===== src/rtl/demux_1x8_seq_if.sv =====
// rtl/demux_1x8_seq_if.sv - sample stream in, committed eight-channel frame out
interface demux_1x8_seq_if #(
  parameter int WIDTH = 1
);
  logic [WIDTH-1:0] y;
  logic             y_valid;
  logic             auto_en;
  logic             s0;
  logic             s1;
  logic             s2;
  logic [WIDTH-1:0] a;
  logic [WIDTH-1:0] b;
  logic [WIDTH-1:0] c;
  logic [WIDTH-1:0] d;
  logic [WIDTH-1:0] e;
  logic [WIDTH-1:0] f;
  logic [WIDTH-1:0] g;
  logic [WIDTH-1:0] h;
  logic             frame_valid;
  logic [2:0]       slot;
  logic             busy;

  modport master (
    output y, y_valid, auto_en, s0, s1, s2,
    input  a, b, c, d, e, f, g, h, frame_valid, slot, busy
  );

  modport slave (
    input  y, y_valid, auto_en, s0, s1, s2,
    output a, b, c, d, e, f, g, h, frame_valid, slot, busy
  );
endinterface


===== src/rtl/demux_1x8_seq.sv =====
// rtl/demux_1x8_seq.sv - registered 1-to-8 demux committing whole frames
module demux_1x8_seq #(
  parameter int             WIDTH     = 1,
  parameter logic [WIDTH-1:0] RESET_VAL = '0
) (
  input logic            clk,
  input logic            rst,
  demux_1x8_seq_if.slave bus
);

  logic [WIDTH-1:0] staging [8];
  logic [WIDTH-1:0] frame   [8];
  logic [WIDTH-1:0] frame_next [8];
  logic [7:0]       mask;
  logic [2:0]       slot_cnt;
  logic             auto_q;
  logic             frame_pulse;

  logic             mode_change;
  logic [7:0]       base_mask;
  logic [2:0]       base_slot;
  logic [2:0]       idx;
  logic [7:0]       mask_acc;
  logic             commit;

  // A mode change discards the partial frame, so the current edge starts
  // from an empty mask and slot 0; the frame image includes the incoming y.
  always_comb begin
    mode_change = bus.auto_en != auto_q;
    base_mask   = mode_change ? 8'h00 : mask;
    base_slot   = mode_change ? 3'd0 : slot_cnt;
    idx         = bus.auto_en ? base_slot : {bus.s2, bus.s1, bus.s0};
    mask_acc    = base_mask | (8'h01 << idx);
    commit      = bus.y_valid && (mask_acc == 8'hFF);
    for (int i = 0; i < 8; i++) begin
      frame_next[i] = (3'(i) == idx) ? bus.y : staging[i];
    end
  end

  // Staging, mask, slot counter and committed outputs.
  always_ff @(posedge clk or posedge rst) begin
    if (rst) begin
      for (int i = 0; i < 8; i++) begin
        staging[i] <= RESET_VAL;
        frame[i]   <= RESET_VAL;
      end
      mask        <= 8'h00;
      slot_cnt    <= 3'd0;
      auto_q      <= 1'b0;
      frame_pulse <= 1'b0;
    end else begin
      auto_q      <= bus.auto_en;
      frame_pulse <= 1'b0;
      if (bus.y_valid) begin
        staging[idx] <= bus.y;
        slot_cnt     <= bus.auto_en ? base_slot + 3'd1 : base_slot;
        if (commit) begin
          for (int i = 0; i < 8; i++) begin
            frame[i] <= frame_next[i];
          end
          mask        <= 8'h00;
          frame_pulse <= 1'b1;
        end else begin
          mask <= mask_acc;
        end
      end else begin
        mask     <= base_mask;
        slot_cnt <= base_slot;
      end
    end
  end

  assign bus.a           = frame[0];
  assign bus.b           = frame[1];
  assign bus.c           = frame[2];
  assign bus.d           = frame[3];
  assign bus.e           = frame[4];
  assign bus.f           = frame[5];
  assign bus.g           = frame[6];
  assign bus.h           = frame[7];
  assign bus.frame_valid = frame_pulse;
  assign bus.slot        = slot_cnt;
  assign bus.busy        = |mask;

endmodule


===== src/flat_wrapper.sv =====
// flat-port wrapper written by rule: the top's interface ports become plain ports
module demux_1x8_seq_flat 
#(
  parameter int             WIDTH     = 1,
  parameter logic [WIDTH-1:0] RESET_VAL = '0
)
  (clk, rst, bus_y, bus_y_valid, bus_auto_en, bus_s0, bus_s1, bus_s2, bus_a, bus_b, bus_c, bus_d, bus_e, bus_f, bus_g, bus_h, bus_frame_valid, bus_slot, bus_busy);
  demux_1x8_seq_if #(.WIDTH(WIDTH)) bus_i ();
  input logic clk;
  input logic rst;
  input wire logic [$bits(bus_i.y)-1:0] bus_y;
  input wire logic [$bits(bus_i.y_valid)-1:0] bus_y_valid;
  input wire logic [$bits(bus_i.auto_en)-1:0] bus_auto_en;
  input wire logic [$bits(bus_i.s0)-1:0] bus_s0;
  input wire logic [$bits(bus_i.s1)-1:0] bus_s1;
  input wire logic [$bits(bus_i.s2)-1:0] bus_s2;
  output wire logic [$bits(bus_i.a)-1:0] bus_a;
  output wire logic [$bits(bus_i.b)-1:0] bus_b;
  output wire logic [$bits(bus_i.c)-1:0] bus_c;
  output wire logic [$bits(bus_i.d)-1:0] bus_d;
  output wire logic [$bits(bus_i.e)-1:0] bus_e;
  output wire logic [$bits(bus_i.f)-1:0] bus_f;
  output wire logic [$bits(bus_i.g)-1:0] bus_g;
  output wire logic [$bits(bus_i.h)-1:0] bus_h;
  output wire logic [$bits(bus_i.frame_valid)-1:0] bus_frame_valid;
  output wire logic [$bits(bus_i.slot)-1:0] bus_slot;
  output wire logic [$bits(bus_i.busy)-1:0] bus_busy;
  assign bus_i.y = bus_y;
  assign bus_i.y_valid = bus_y_valid;
  assign bus_i.auto_en = bus_auto_en;
  assign bus_i.s0 = bus_s0;
  assign bus_i.s1 = bus_s1;
  assign bus_i.s2 = bus_s2;
  assign bus_a = bus_i.a;
  assign bus_b = bus_i.b;
  assign bus_c = bus_i.c;
  assign bus_d = bus_i.d;
  assign bus_e = bus_i.e;
  assign bus_f = bus_i.f;
  assign bus_g = bus_i.g;
  assign bus_h = bus_i.h;
  assign bus_frame_valid = bus_i.frame_valid;
  assign bus_slot = bus_i.slot;
  assign bus_busy = bus_i.busy;
  demux_1x8_seq #(.WIDTH(WIDTH), .RESET_VAL(RESET_VAL)) u_core (.clk(clk), .rst(rst), .bus(bus_i));
endmodule

===== config.mk =====
export PLATFORM = sky130hd
export DESIGN_NAME = demux_1x8_seq_flat
export DESIGN_NICKNAME = d
export VERILOG_FILES = /design/src/rtl/demux_1x8_seq_if.sv /design/src/rtl/demux_1x8_seq.sv /design/src/flat_wrapper.sv
export SDC_FILE = /design/constraint.sdc
export NUM_CORES = 1
export LEC_CHECK = 0
export CAP_MARGIN = 20
export CORE_MARGIN = 2
export CORE_UTILIZATION = 45
export DETAILED_ROUTE_END_ITERATION = 7
export HOLD_SLACK_MARGIN = 0.06
export PLACE_DENSITY = 0.8
export SLEW_MARGIN = 40
export SYNTH_ARGS = -nofsm -noshare
export SYNTH_HDL_FRONTEND = slang
export SYNTH_SLANG_ARGS = --single-unit

===== constraint.sdc =====
create_clock -name clk -period 2.5 [get_ports clk]
set_input_delay 0.25 -clock clk [delete_from_list [all_inputs] [get_ports clk]]
set_output_delay 0.25 -clock clk [all_outputs]
set_load 0.05 [all_outputs]

# Word-level counts from Yosys, hierarchy flattened
# Cells that the tools add are included.
totals:
  output_inout_bits: 13
  elab_cells: 60
  ram_bits: 0
  reg_bits: 29
  in_bits: 8
  mem_bits_ro: 0
  mem_count: 0
  latchBits: 0
classes:
  eq_ne: 9
  shift: 1
  n_reduce_logical: 5
  div_mod_pow: 0
  n_bitwise: 2
  n_mux: 20
  magnitude_cmp: 2
  n_mul: 0
  add_sub_neg: 1
ops:
  columns: ["op", "n"]
  rows:
  - ["8-bit two-way mux", 3]
  - ["3-bit == test, first input constant", 4]
  - ["3-bit two-way mux", 4]
  - ["1-bit two-way mux", 11]
  - ["8-bit bitwise mux", 1]
  - ["8-bit == test, second input constant", 1]
  - ["8-bit bitwise OR", 1]
  - ["8-bit OR reduction", 1]
  - ["1-bit by 3-bit << shifter with 8-bit output, first input constant", 1]
  - ["2-bit by 3-bit == test with 1-bit output, first input constant", 2]
  - ["4-bit greater-or-equal comparator, second input constant", 1]
  - ["4-bit by 1-bit less-than comparator with 1-bit output, second input constant", 1]
  - ["3-bit NOT with 4-bit output", 1]
  - ["3-bit by 1-bit adder with 3-bit output, second input constant", 1]
  - ["1-bit demux with 3-bit select", 1]
  - ["1-bit by 3-bit == test with 1-bit output, first input constant", 1]
  - ["3-bit logical NOT", 1]
  - ["1-bit logical AND", 2]
  - ["2-bit AND reduction", 1]
  - ["1-bit != test", 1]

# Depth between registers and ports, before layout
# Gate-level depths: netlist of the first run.
logic_depth:
  word_depth: 9
  mapped_depth: 9
  depth_no_buf: 6

# Least setup slack after synthesis of the first run
# Ideal clock, no wire load.
synth_timing:
  path_kind: "register to register"
  startpoint: "reg u_core.slot_cnt[0] (netlist: u_core.bus.slot[0])"
  endpoint: "reg u_core.frame (netlist bit u_core.bus.h)"
  synth_period_minus_slack_ps: 2596
  path_buffers: 1
  setup_slack_ps: -96
  stages_incl_launch_ff: 8
  required_time_ps: 2375
  arrival_time_ps: 2470
  setup_time_ps: 125
  cell_sequence: "dfrtp_1 > nand4b_1 > a211oi_4 > o21a_2 > a2bb2o_4 > a2111oi_4 > buf_6 > mux2_4"
synth_via:
  elab_chain_cells: 7
  word_cells_on_any_way: 9
  cone_classes: "2 x eq/ne; 1 x shift; 3 x mux; 1 x bitwise; 2 x reduce/logical"
synth_lines:
  columns: ["item", "line", "text"]
  rows:
  - ["start, declared", "demux_1x8_seq.sv:15", "logic [2:0] slot_cnt;"]
  - ["start signal, assigned", "demux_1x8_seq.sv:56", "slot_cnt <= bus.auto_en ? base_slot + 3'd1 : base_slot;"]
  - ["start signal, assigned", "demux_1x8_seq.sv:68", "slot_cnt <= base_slot;"]
  - ["3-bit two-way mux (*)", "demux_1x8_seq.sv:31", "base_slot = mode_change ? 3'd0 : slot_cnt;"]
  - ["3-bit two-way mux (*)", "demux_1x8_seq.sv:32", "idx = bus.auto_en ? base_slot : {bus.s2, bus.s1, bus.s0};"]
  - ["1-bit by 3-bit << shifter with 8-bit output", "demux_1x8_seq.sv:33", "mask_acc = base_mask | (8'h01 << idx);"]
  - ["8-bit bitwise OR", "demux_1x8_seq.sv:33", null]
  - ["8-bit == test", "demux_1x8_seq.sv:34", "commit = bus.y_valid && (mask_acc == 8'hFF);"]
  - ["1-bit logical AND", "demux_1x8_seq.sv:34", null]
  - ["2-bit AND reduction (no line)", null, null]
  - ["end signal, assigned by index", "demux_1x8_seq.sv:59", "frame[i] <= frame_next[i];"]
  - ["end, declared", "demux_1x8_seq.sv:12", "logic [WIDTH-1:0] frame [8];"]
# Every way passes the cells marked *; elsewhere a longest branch is shown, timed or not.
# A chain may end at the register's enable or synchronous reset.

# Worst setup path after layout of the first run
layout_timing:
  startpoint: "in bus_s2"
  endpoint: "reg u_core.frame (netlist bit u_core.bus.g)"
layout_via:
  elab_chain_cells: 6
  word_cells_on_any_way: 8
  cone_classes: "2 x eq/ne; 1 x shift; 2 x mux; 1 x bitwise; 2 x reduce/logical"
layout_lines:
  columns: ["item", "line", "text"]
  rows:
  - ["start, declared", "flat_wrapper.sv:16", "input wire logic [$bits(bus_i.s2)-1:0] bus_s2;"]
  - ["3-bit two-way mux (*)", "demux_1x8_seq.sv:32", null]
  - ["1-bit by 3-bit << shifter with 8-bit output", "demux_1x8_seq.sv:33", null]
  - ["8-bit bitwise OR", "demux_1x8_seq.sv:33", null]
  - ["8-bit == test", "demux_1x8_seq.sv:34", null]
  - ["1-bit logical AND", "demux_1x8_seq.sv:34", null]
  - ["2-bit AND reduction (no line)", null, null]
# Marked as above.

==> results of run 1 <==
[final cells by class]
type                            count  area [um2]
Timing Repair Buffer               43         379
Inverter                            1        3.75
Sequential cell                    29         729
Clock buffer                        6        41.3
Multi-Input combinational cell    100         737
Tap cell                           44        55.1
Fill cell                         265        1120
Clock inverter                      2        35.0
[power breakdown]
group	internal, mW	total [mW]	switching (mW)
logic	0.112	0.217	0.105
clock network	0.209	0.377	0.167
registers	0.513	0.545	0.0320
[sequential cells by signal (all words and copies together), names as in the netlist]
name,flops
u_core.bus.h,1
u_core.bus.slot,3
u_core.bus.d,1
u_core.bus.c,1
u_core.bus.frame_valid,1
u_core.bus.f,1
u_core.bus.e,1
u_core.staging,8
u_core.bus.a,1
u_core.bus.b,1
u_core.bus.g,1
u_core.auto_q,1
u_core.mask,8
[worst min-delay path: stages]
cell,delay (ps)
clkdlybuf4s50_1,390
inv_1,60
buf_4,330
[worst max path at each step]
| stage | from | end | slack (ps) | cells past startpoint |
|---|---|---|---|---|
| floorplan | u_core.bus.slot[0]$_DFF_PP0_ | u_core.bus.h$_DFFE_PP0P_ | -40 | 7 |
| global placement | bus_auto_en | u_core.bus.b$_DFFE_PP0P_ | -300 | 8 |
| detailed placement | bus_auto_en | u_core.bus.b$_DFFE_PP0P_ | -350 | 9 |
| CTS | bus_auto_en | u_core.bus.b$_DFFE_PP0P_ | 3 | 9 |
| global route | u_core.auto_q$_DFF_PP0_ | u_core.bus.g$_DFFE_PP0P_ | 2 | 7 |
| finish | bus_s2 | u_core.bus.g$_DFFE_PP0P_ | 90 | 8 |
[routing by layer]
metal | up-vias | wire (um) | part of all wire [%]
met5 | - | 0 | 0
met4 | 0 | 28 | 0.82
met3 | 6 | 198 | 5.8
met2 | 41 | 1760 | 51
met1 | 608 | 1440 | 42
li1 | 576 | - | -
[cells in the final DEF, fill, tap and decap left out, drive strengths merged, types with 2 or more instances in the layout]
cell type,count
clkdlybuf4s50,19
xnor2,2
a22oi,3
buf,23
nand4b,2
nor4,2
nor2,4
clkbuf,6
mux2,24
or3b,2
nand2,25
nand3,4
dfrtp,29
o21ai,6
a21oi,11
nand2b,2
[through the flow]
step                hold WS (ps)  total power, mW
finish                       289             1.14
global route                 305             1.19
CTS                          288             1.15
detailed placement           493            0.769
global placement             484            0.759
floorplan                    281            0.688
[cells by family after synthesis]
| logic type | after synthesis | share of synthesized area [%] |
|---|---|---|
| AOI/OAI and AO/OA | 27 | 13.7 |
| xor gates and xnor gates | 3 | 1.75 |
| buffers and inverters | 7 | 2.92 |
| DFF | 29 | 48.5 |
| muxes | 24 | 18.3 |
| and+or+nand+nor | 46 | 14.9 |
[timing repair]
item                       in CTS  in global routing
setup endpoints to repair       0                 15
gates resized for setup         0                  6
hold buffers                    0                  0
buffers inserted                0                  1
==> impl_metrics.env, run 1 <==
export IMPL_peakVddDrop_mv=0.277
export IMPL_yosys_top_cells_area="dfrtp_1 (48%), mux2_2 (17%), nand2_1 (6.3%), a21oi_1 (3.7%), o21ai_0 (2.0%)"
export IMPL_slowest_stage="clkdlybuf4s50_1"
export IMPL_outcome="completed"
export IMPL_cts_sinks=29
export IMPL_fin_cells=225
export IMPL_cts_path_max_buffers=2
export IMPL_timing_fmax_mhz=414
export IMPL_finalMaxSlewViolations=0
export IMPL_netlist_area_mm2=0.00150
export IMPL_fin_skew_ps=14.0
export IMPL_use_met3_pct=7.66
export IMPL_drt_wl_total_mm=3.43
export IMPL_htreeDepth=2
export IMPL_grt_pass1_vias=1192
export IMPL_r2r_slack_ps=140
export IMPL_ys_seq_area_share_pct=48.5
export IMPL_powerDensity_mw_per_mm2=575
export IMPL_reg2reg_depth=7
export IMPL_synth_largest_area_cell="dfrtp_1"
export IMPL_setup_viol=0
export IMPL_finalWeightedCongestion=0.844
export IMPL_clock_latency_ps=330
export IMPL_synth_cells=136
export IMPL_antenna_cells=0
export IMPL_dp_hpwl_mm=2.46
export IMPL_hold_viol=0
export IMPL_initial_utilization_pct=48.3
export IMPL_grt_max_degree=30
export IMPL_dieArea_mm2=0.00381
export IMPL_fp_row_count=20
export IMPL_path_clk_slew_ps=100
export IMPL_yosys_warnings=0
export IMPL_grt_antenna_before_repair=0
export IMPL_cp_end_kind="flip-flop"
export IMPL_reg2reg_to="u_core.bus.g$_DFFE_PP0P_"
export IMPL_drt_iter0_drc=29
export IMPL_max_slew_margin_pct=66.5
export IMPL_fin_nets=188
export IMPL_cts_tree="yes"
export IMPL_cts_buffers=5
export IMPL_synth_most_common_cell="dfrtp_1"
export IMPL_place_area_mm2=0.00187
export IMPL_cts_root_buf="clkbuf_4"
export IMPL_cpPeakStageDelay_ps=520
export IMPL_wl_per_cell_um=15.2
export IMPL_worst_ep_arrival_time_ps=2640
export IMPL_via_per_inst=5.47
export IMPL_met2_usage_pct=33.4
export IMPL_dp_cells=215
export IMPL_rsz0062_at_grt="false"
export IMPL_fin_util_pct=63.8
export IMPL_synth_edf_count=0
export IMPL_dr_total_vias=1231
export IMPL_overflow=0
export IMPL_synth_top_cells_by_count="dfrtp_1 (29), nand2_1 (25), mux2_2 (23), a21oi_1 (11), o21ai_0 (6)"
export IMPL_layout_drive_gt1_share_pct=35.4
export IMPL_gr_usage_met1_pct=25.4
export IMPL_finalCriticalPeriod_ps=2410
export IMPL_syn_nets=144
export IMPL_avgSynthCellArea_um2=11.0
export IMPL_grt_most_used_layer="met2"
export IMPL_track_usage_pct=20.6
export IMPL_start_kind="primary input"
export IMPL_io_buffers=20
export IMPL_synth_top_area_share_pct=48.5
export IMPL_path_cells="clkdlybuf4s50_1 -> or3b_4 -> a211oi_4 -> o21a_2 -> a2bb2o_4 -> a2111oi_4 -> buf_4 -> mux2_2"
export IMPL_fin_crit_sh_pct=96.5
export IMPL_cp_num_buf_inv=2
export IMPL_cpLargestDelayFamily="compound AO/OA/AOI/OAI gates"
export IMPL_firstDrtPassIters=4
export IMPL_path_max_fanout=6
export IMPL_hp_class="in -> async"
export IMPL_grt_pass1_wl_mm=5.51
export IMPL_total_leakage_power_nw=0.867
export IMPL_r2r_start="u_core.auto_q$_DFF_PP0_"
export IMPL_die_h_um=61.7
export IMPL_syn2layout_area_growth_pct=32.2
export IMPL_ys_types=33
export IMPL_chipWidth_um=61.7
export IMPL_synth_async_reset_ratio_pct=100
export IMPL_dpl_worst_slack_ps=-355
export IMPL_max_cap_violations=0
export IMPL_yosys_most_used_dff="dfrtp_1"
export IMPL_io_pins=21
export IMPL_worst_slew_pin_slew_ps=501
export IMPL_crit_type="in -> reg"
export IMPL_design_area_mm2=0.00198
export IMPL_coreArea_mm2=0.00310
export IMPL_ant_nets=0
export IMPL_ys_ff_latch=29
export IMPL_drc=0
export IMPL_finalSetupTns_ps=0
export IMPL_worstPathRequired_ps=2720
export IMPL_finalWorstSetupSlack_ps=87.1
Power figures use the tool's default switching activity.
==> inputs of run 2 (changes only) <==
--- a/config.mk
+++ b/config.mk
@@ -7,10 +7,10 @@
 export LEC_CHECK = 0
 export CAP_MARGIN = 20
 export CORE_MARGIN = 2
-export CORE_UTILIZATION = 45
+export CORE_UTILIZATION = 30
 export DETAILED_ROUTE_END_ITERATION = 7
 export HOLD_SLACK_MARGIN = 0.06
-export PLACE_DENSITY = 0.8
+export PLACE_DENSITY = 0.61
 export SLEW_MARGIN = 40
 export SYNTH_ARGS = -nofsm -noshare
 export SYNTH_HDL_FRONTEND = slang
==> impl_metrics.env, run 2 (synthesized netlist as in run 1, its figures left out) <==
export IMPL_outcome="completed"
export IMPL_track_usage_pct=13.9
export IMPL_drt_wl_total_mm=3.43
export IMPL_start_kind="flip-flop"
export IMPL_peakVddDrop_mv=0.339
export IMPL_path_clk_slew_ps=60
export IMPL_grt_pass1_vias=1284
export IMPL_wl_per_cell_um=13.7
export IMPL_hold_viol=0
export IMPL_coreArea_mm2=0.00475
export IMPL_ant_nets=0
export IMPL_max_slew_margin_pct=66.4
export IMPL_htreeDepth=2
export IMPL_cts_path_max_buffers=2
export IMPL_finalWorstSetupSlack_ps=139
export IMPL_timing_fmax_mhz=424
export IMPL_syn2layout_area_growth_pct=37.4
export IMPL_cpLargestDelayFamily="compound AO/OA/AOI/OAI gates"
export IMPL_via_per_inst=4.91
export IMPL_grt_max_degree=30
export IMPL_slowest_stage="dfrtp_2"
export IMPL_grt_most_used_layer="met2"
export IMPL_power_total_mw=1.26
export IMPL_fin_skew_ps=7.31
export IMPL_cp_end_kind="flip-flop"
export IMPL_holdWs_ps=338
export IMPL_met2_usage_pct=22.9
export IMPL_dp_cells=241
export IMPL_design_area_mm2=0.00206
export IMPL_dpl_worst_slack_ps=-310
export IMPL_worstPathRequired_ps=2660
export IMPL_cts_buffers=5
export IMPL_total_leakage_power_nw=0.908
export IMPL_cpPeakStageDelay_ps=460
export IMPL_initial_utilization_pct=31.5
export IMPL_rsz0062_at_grt="false"
export IMPL_chipWidth_um=74.7
export IMPL_layout_drive_gt1_share_pct=35.5
export IMPL_dp_hpwl_mm=2.59
export IMPL_dr_total_vias=1227
export IMPL_die_h_um=74.7
export IMPL_clock_latency_ps=280
export IMPL_powerDensity_mw_per_mm2=613
export IMPL_grt_antenna_before_repair=0
export IMPL_cp_num_buf_inv=1
export IMPL_finalMaxSlewViolations=0
export IMPL_fin_cells=250
export IMPL_path_max_fanout=9
export IMPL_cts_root_buf="clkbuf_8"
export IMPL_crit_type="reg -> reg"
export IMPL_cts_tree="yes"
export IMPL_max_cap_violations=0
export IMPL_mostFrequentLayoutCells="nand2_1 (25), buf_4 (25), dfrtp_1 (25)"
export IMPL_gr_usage_met1_pct=16.4
export IMPL_hp_class="in -> async"
export IMPL_io_buffers=20
export IMPL_hold_buffers=0
export IMPL_drt_iter0_drc=149
export IMPL_finalWeightedCongestion=0.890
export IMPL_path_cells="nand4b_1 -> a211oi_4 -> o21a_2 -> a2bb2o_4 -> a2111oi_4 -> buf_4 -> mux2_2"
export IMPL_drc=0
export IMPL_fp_row_count=25
export IMPL_fin_util_pct=43.3
export IMPL_place_area_mm2=0.00193
export IMPL_firstDrtPassIters=5
export IMPL_worst_slew_pin_slew_ps=503
export IMPL_worst_ep_arrival_time_ps=2520
export IMPL_fin_crit_sh_pct=94.4
export IMPL_finalSetupTns_ps=0
export IMPL_fin_nets=190
export IMPL_grt_pass1_wl_mm=5.78
export IMPL_setup_viol=0
export IMPL_overflow=0
export IMPL_io_pins=21
export IMPL_dieArea_mm2=0.00557
export IMPL_cts_sinks=29
export IMPL_finalCriticalPeriod_ps=2360
export IMPL_use_met3_pct=4.02
export IMPL_antenna_cells=0
-- run 2: layout make-up --
| class | count | area, um2 |
|---|---|---|
| clock buffers | 7 | 86.3 |
| flip-flops and latches | 29 | 731 |
| inverters | 1 | 3.75 |
| fillers | 453 | 2700 |
| clock inverters | 1 | 30.0 |
| multi-input cells | 100 | 728 |
| well taps | 67 | 83.8 |
| repair buffers | 45 | 395 |
-- run 2: metal layers --
layer	routed length, um	vias to the layer above
met5	0	-
met4	66	0
met3	150	9
met2	1640	30
met1	1570	608
li1	-	580
-- run 2: worst min-delay path, delay by kind of cell --
kind	cells	cell delay, ps
buffers and inverters	3	780
-- run 2: what timing repair did --
item / in CTS / in global routing
endpoints found under the setup margin: 7 / 14
resized for setup: 0 / 4
buffers inserted: 1 / 0
hold endpoints to repair: 0 / 0
pin swaps: 1 / 1
-- run 2: worst paths after layout --
path                       cells after the start                            end  slack (ps)                          start
setup / recovery                               7       u_core.bus.g$_DFFE_PP0P_         140   u_core.bus.slot[0]$_DFF_PP0_
hold / removal                                 3  u_core.staging[4]$_DFFE_PP0P_         340                            rst
setup reg to reg                               7       u_core.bus.g$_DFFE_PP0P_         140   u_core.bus.slot[0]$_DFF_PP0_
hold reg to reg                                1  u_core.staging[4]$_DFFE_PP0P_         510  u_core.staging[4]$_DFFE_PP0P_
max in group asynchronous                      3   u_core.bus.slot[1]$_DFF_PP0_        1870                            rst
min in group clk                               3        u_core.auto_q$_DFF_PP0_         470                    bus_auto_en
-- run 2: report_power, final --
part           internal [mW]  switching (mW)  total (mW)  leakage (nW)
sequential             0.514          0.0313       0.545         0.378
combinational          0.114           0.105       0.219         0.471
clock                  0.324           0.172       0.497        0.0585
==> inputs of run 3 (changes only) <==
--- a/config.mk
+++ b/config.mk
@@ -6,7 +6,7 @@
 export NUM_CORES = 1
 export LEC_CHECK = 0
 export CAP_MARGIN = 20
-export CORE_MARGIN = 2
+export CORE_MARGIN = 5
 export CORE_UTILIZATION = 30
 export DETAILED_ROUTE_END_ITERATION = 7
 export HOLD_SLACK_MARGIN = 0.06
==> impl_metrics.env, run 3 (synthesized netlist as in run 1, its figures left out) <==
export IMPL_cts_path_max_buffers=2
export IMPL_dpl_worst_slack_ps=-303
export IMPL_hold_buffers=0
export IMPL_cp_end_kind="flip-flop"
export IMPL_drt_iter0_drc=52
export IMPL_rsz0062_at_grt="false"
export IMPL_hp_class="in -> async"
export IMPL_clock_latency_ps=280
export IMPL_finalWeightedCongestion=0.894
export IMPL_multiInputGateArea_um2=732
export IMPL_grt_pass1_vias=1296
export IMPL_die_h_um=80.7
export IMPL_cts_buffers=5
export IMPL_ant_nets=0
export IMPL_fin_cells=249
export IMPL_dp_hpwl_mm=2.59
export IMPL_fin_crit_sh_pct=94.5
export IMPL_peakVddDrop_mv=0.324
export IMPL_via_per_inst=4.81
export IMPL_coreArea_mm2=0.00479
export IMPL_worst_slew_pin_slew_ps=513
export IMPL_cts_tree="yes"
export IMPL_crit_type="in -> reg"
export IMPL_overflow=0
export IMPL_io_pins=21
export IMPL_finalCriticalPeriod_ps=2360
export IMPL_grt_pass1_wl_mm=6.18
export IMPL_path_max_fanout=5
export IMPL_seq_area_um2=729
export IMPL_worstPathRequired_ps=2660
export IMPL_hold_viol=0
export IMPL_grt_max_degree=30
export IMPL_setup_viol=0
export IMPL_path_clk_slew_ps=60
export IMPL_cts_sinks=29
export IMPL_htreeDepth=2
export IMPL_dp_cells=239
export IMPL_max_slew_margin_pct=65.7
export IMPL_dieArea_mm2=0.00651
export IMPL_start_kind="primary input"
export IMPL_mostFrequentLayoutCells="dfrtp_1 (26), nand2_1 (25), mux2_2 (23)"
export IMPL_dr_total_vias=1198
export IMPL_chipWidth_um=80.7
export IMPL_initial_utilization_pct=31.3
export IMPL_wl_per_cell_um=14.3
export IMPL_design_area_mm2=0.00205
export IMPL_io_buffers=20
export IMPL_drt_wl_total_mm=3.57
export IMPL_max_cap_violations=0
export IMPL_power_total_mw=1.27
export IMPL_final_common_cell="dfrtp_1"
export IMPL_timing_fmax_mhz=423
export IMPL_outcome="completed"
export IMPL_fp_row_count=25
export IMPL_finalWorstSetupSlack_ps=138
export IMPL_syn2layout_area_growth_pct=37.2
export IMPL_cts_root_buf="clkbuf_8"
export IMPL_finalMaxSlewViolations=0
export IMPL_track_usage_pct=12.3
export IMPL_grt_antenna_before_repair=0
export IMPL_antenna_cells=0
export IMPL_layout_drive_gt1_share_pct=35.2
export IMPL_worst_ep_arrival_time_ps=2530
export IMPL_firstDrtPassIters=4
export IMPL_fin_skew_ps=3.30
export IMPL_powerDensity_mw_per_mm2=616
export IMPL_fin_nets=189
export IMPL_fillers=455
export IMPL_place_area_mm2=0.00191
export IMPL_drc=0
export IMPL_total_leakage_power_nw=0.891
-- run 3: cell types whose count changed in the layout (fill, tap and decap cells not counted), sizes merged --
| cell | delta |
|---|---|
| dlymetal6s2s | -2 |
| buf | -1 |
| dlygate4sd2 | +1 |
| clkdlybuf4s50 | +1 |
-- run 3: critical path, stage by stage --
cell and delay [ps]:
clkdlybuf4s50_1 520, or3b_1 390, a22oi_1 230, o21ai_0 140, a2bb2o_4 240, a2111oi_4 230, buf_4 210, mux2_2 330
-- run 3: repair_timing --
item / CTS / global route
buffers inserted: 0 / 2
gates resized for setup: 1 / 4
setup endpoints to repair: 4 / 8
pin swaps: 0 / 2
-- run 3: worst paths after layout --
kind / from / slack (ps) / endpoint / cells past startpoint
max: bus_s0 / 140 / u_core.bus.d$_DFFE_PP0P_ / 8
min: rst / 340 / u_core.mask[3]$_DFF_PP0_ / 3
max reg2reg: u_core.bus.slot[0]$_DFF_PP0_ / 200 / u_core.bus.d$_DFFE_PP0P_ / 7
min reg2reg: u_core.staging[3]$_DFFE_PP0P_ / 500 / u_core.staging[3]$_DFFE_PP0P_ / 1
max in group asynchronous: rst / 1860 / u_core.bus.slot[0]$_DFF_PP0_ / 3
min in group clk: bus_auto_en / 460 / u_core.auto_q$_DFF_PP0_ / 3
-- run 3: layer usage --
layer	part of all wire [%]	vias to the layer above	global-route usage, %
met1	45	595	15.0
met2	49	22	20.4
met4	1.3	0	4.05
met5	0	-	0
li1	-	576	-
met3	4.9	5	4.15
-- run 3: layout make-up --
| class | count | share of cell area (%) |
|---|---|---|
| flip-flops and latches | 29 | 35.5 |
| multi-input cells | 100 | 35.6 |
| clock buffers | 7 | 4.20 |
| well taps | 67 | 4.08 |
| repair buffers | 44 | 18.9 |
| clock inverters | 1 | 1.46 |
| inverters | 1 | 0.183 |
-- run 3: per-stage QoR --
stage | utilization [%] | TNS, ps | hold WS [ps]
after global routing | 42.9 | 0 | 397
after global placement | 39.9 | -2400 | 486
after detailed placement | 39.9 | -2940 | 494
after CTS | 42.3 | 0 | 355
final | 42.9 | 0 | 340
after floorplan | - | -40.6 | 281
-- run 3: power by group --
group	switching (mW)	internal, mW
Combinational	0.105	0.111
Clock	0.182	0.325
Sequential	0.0303	0.514
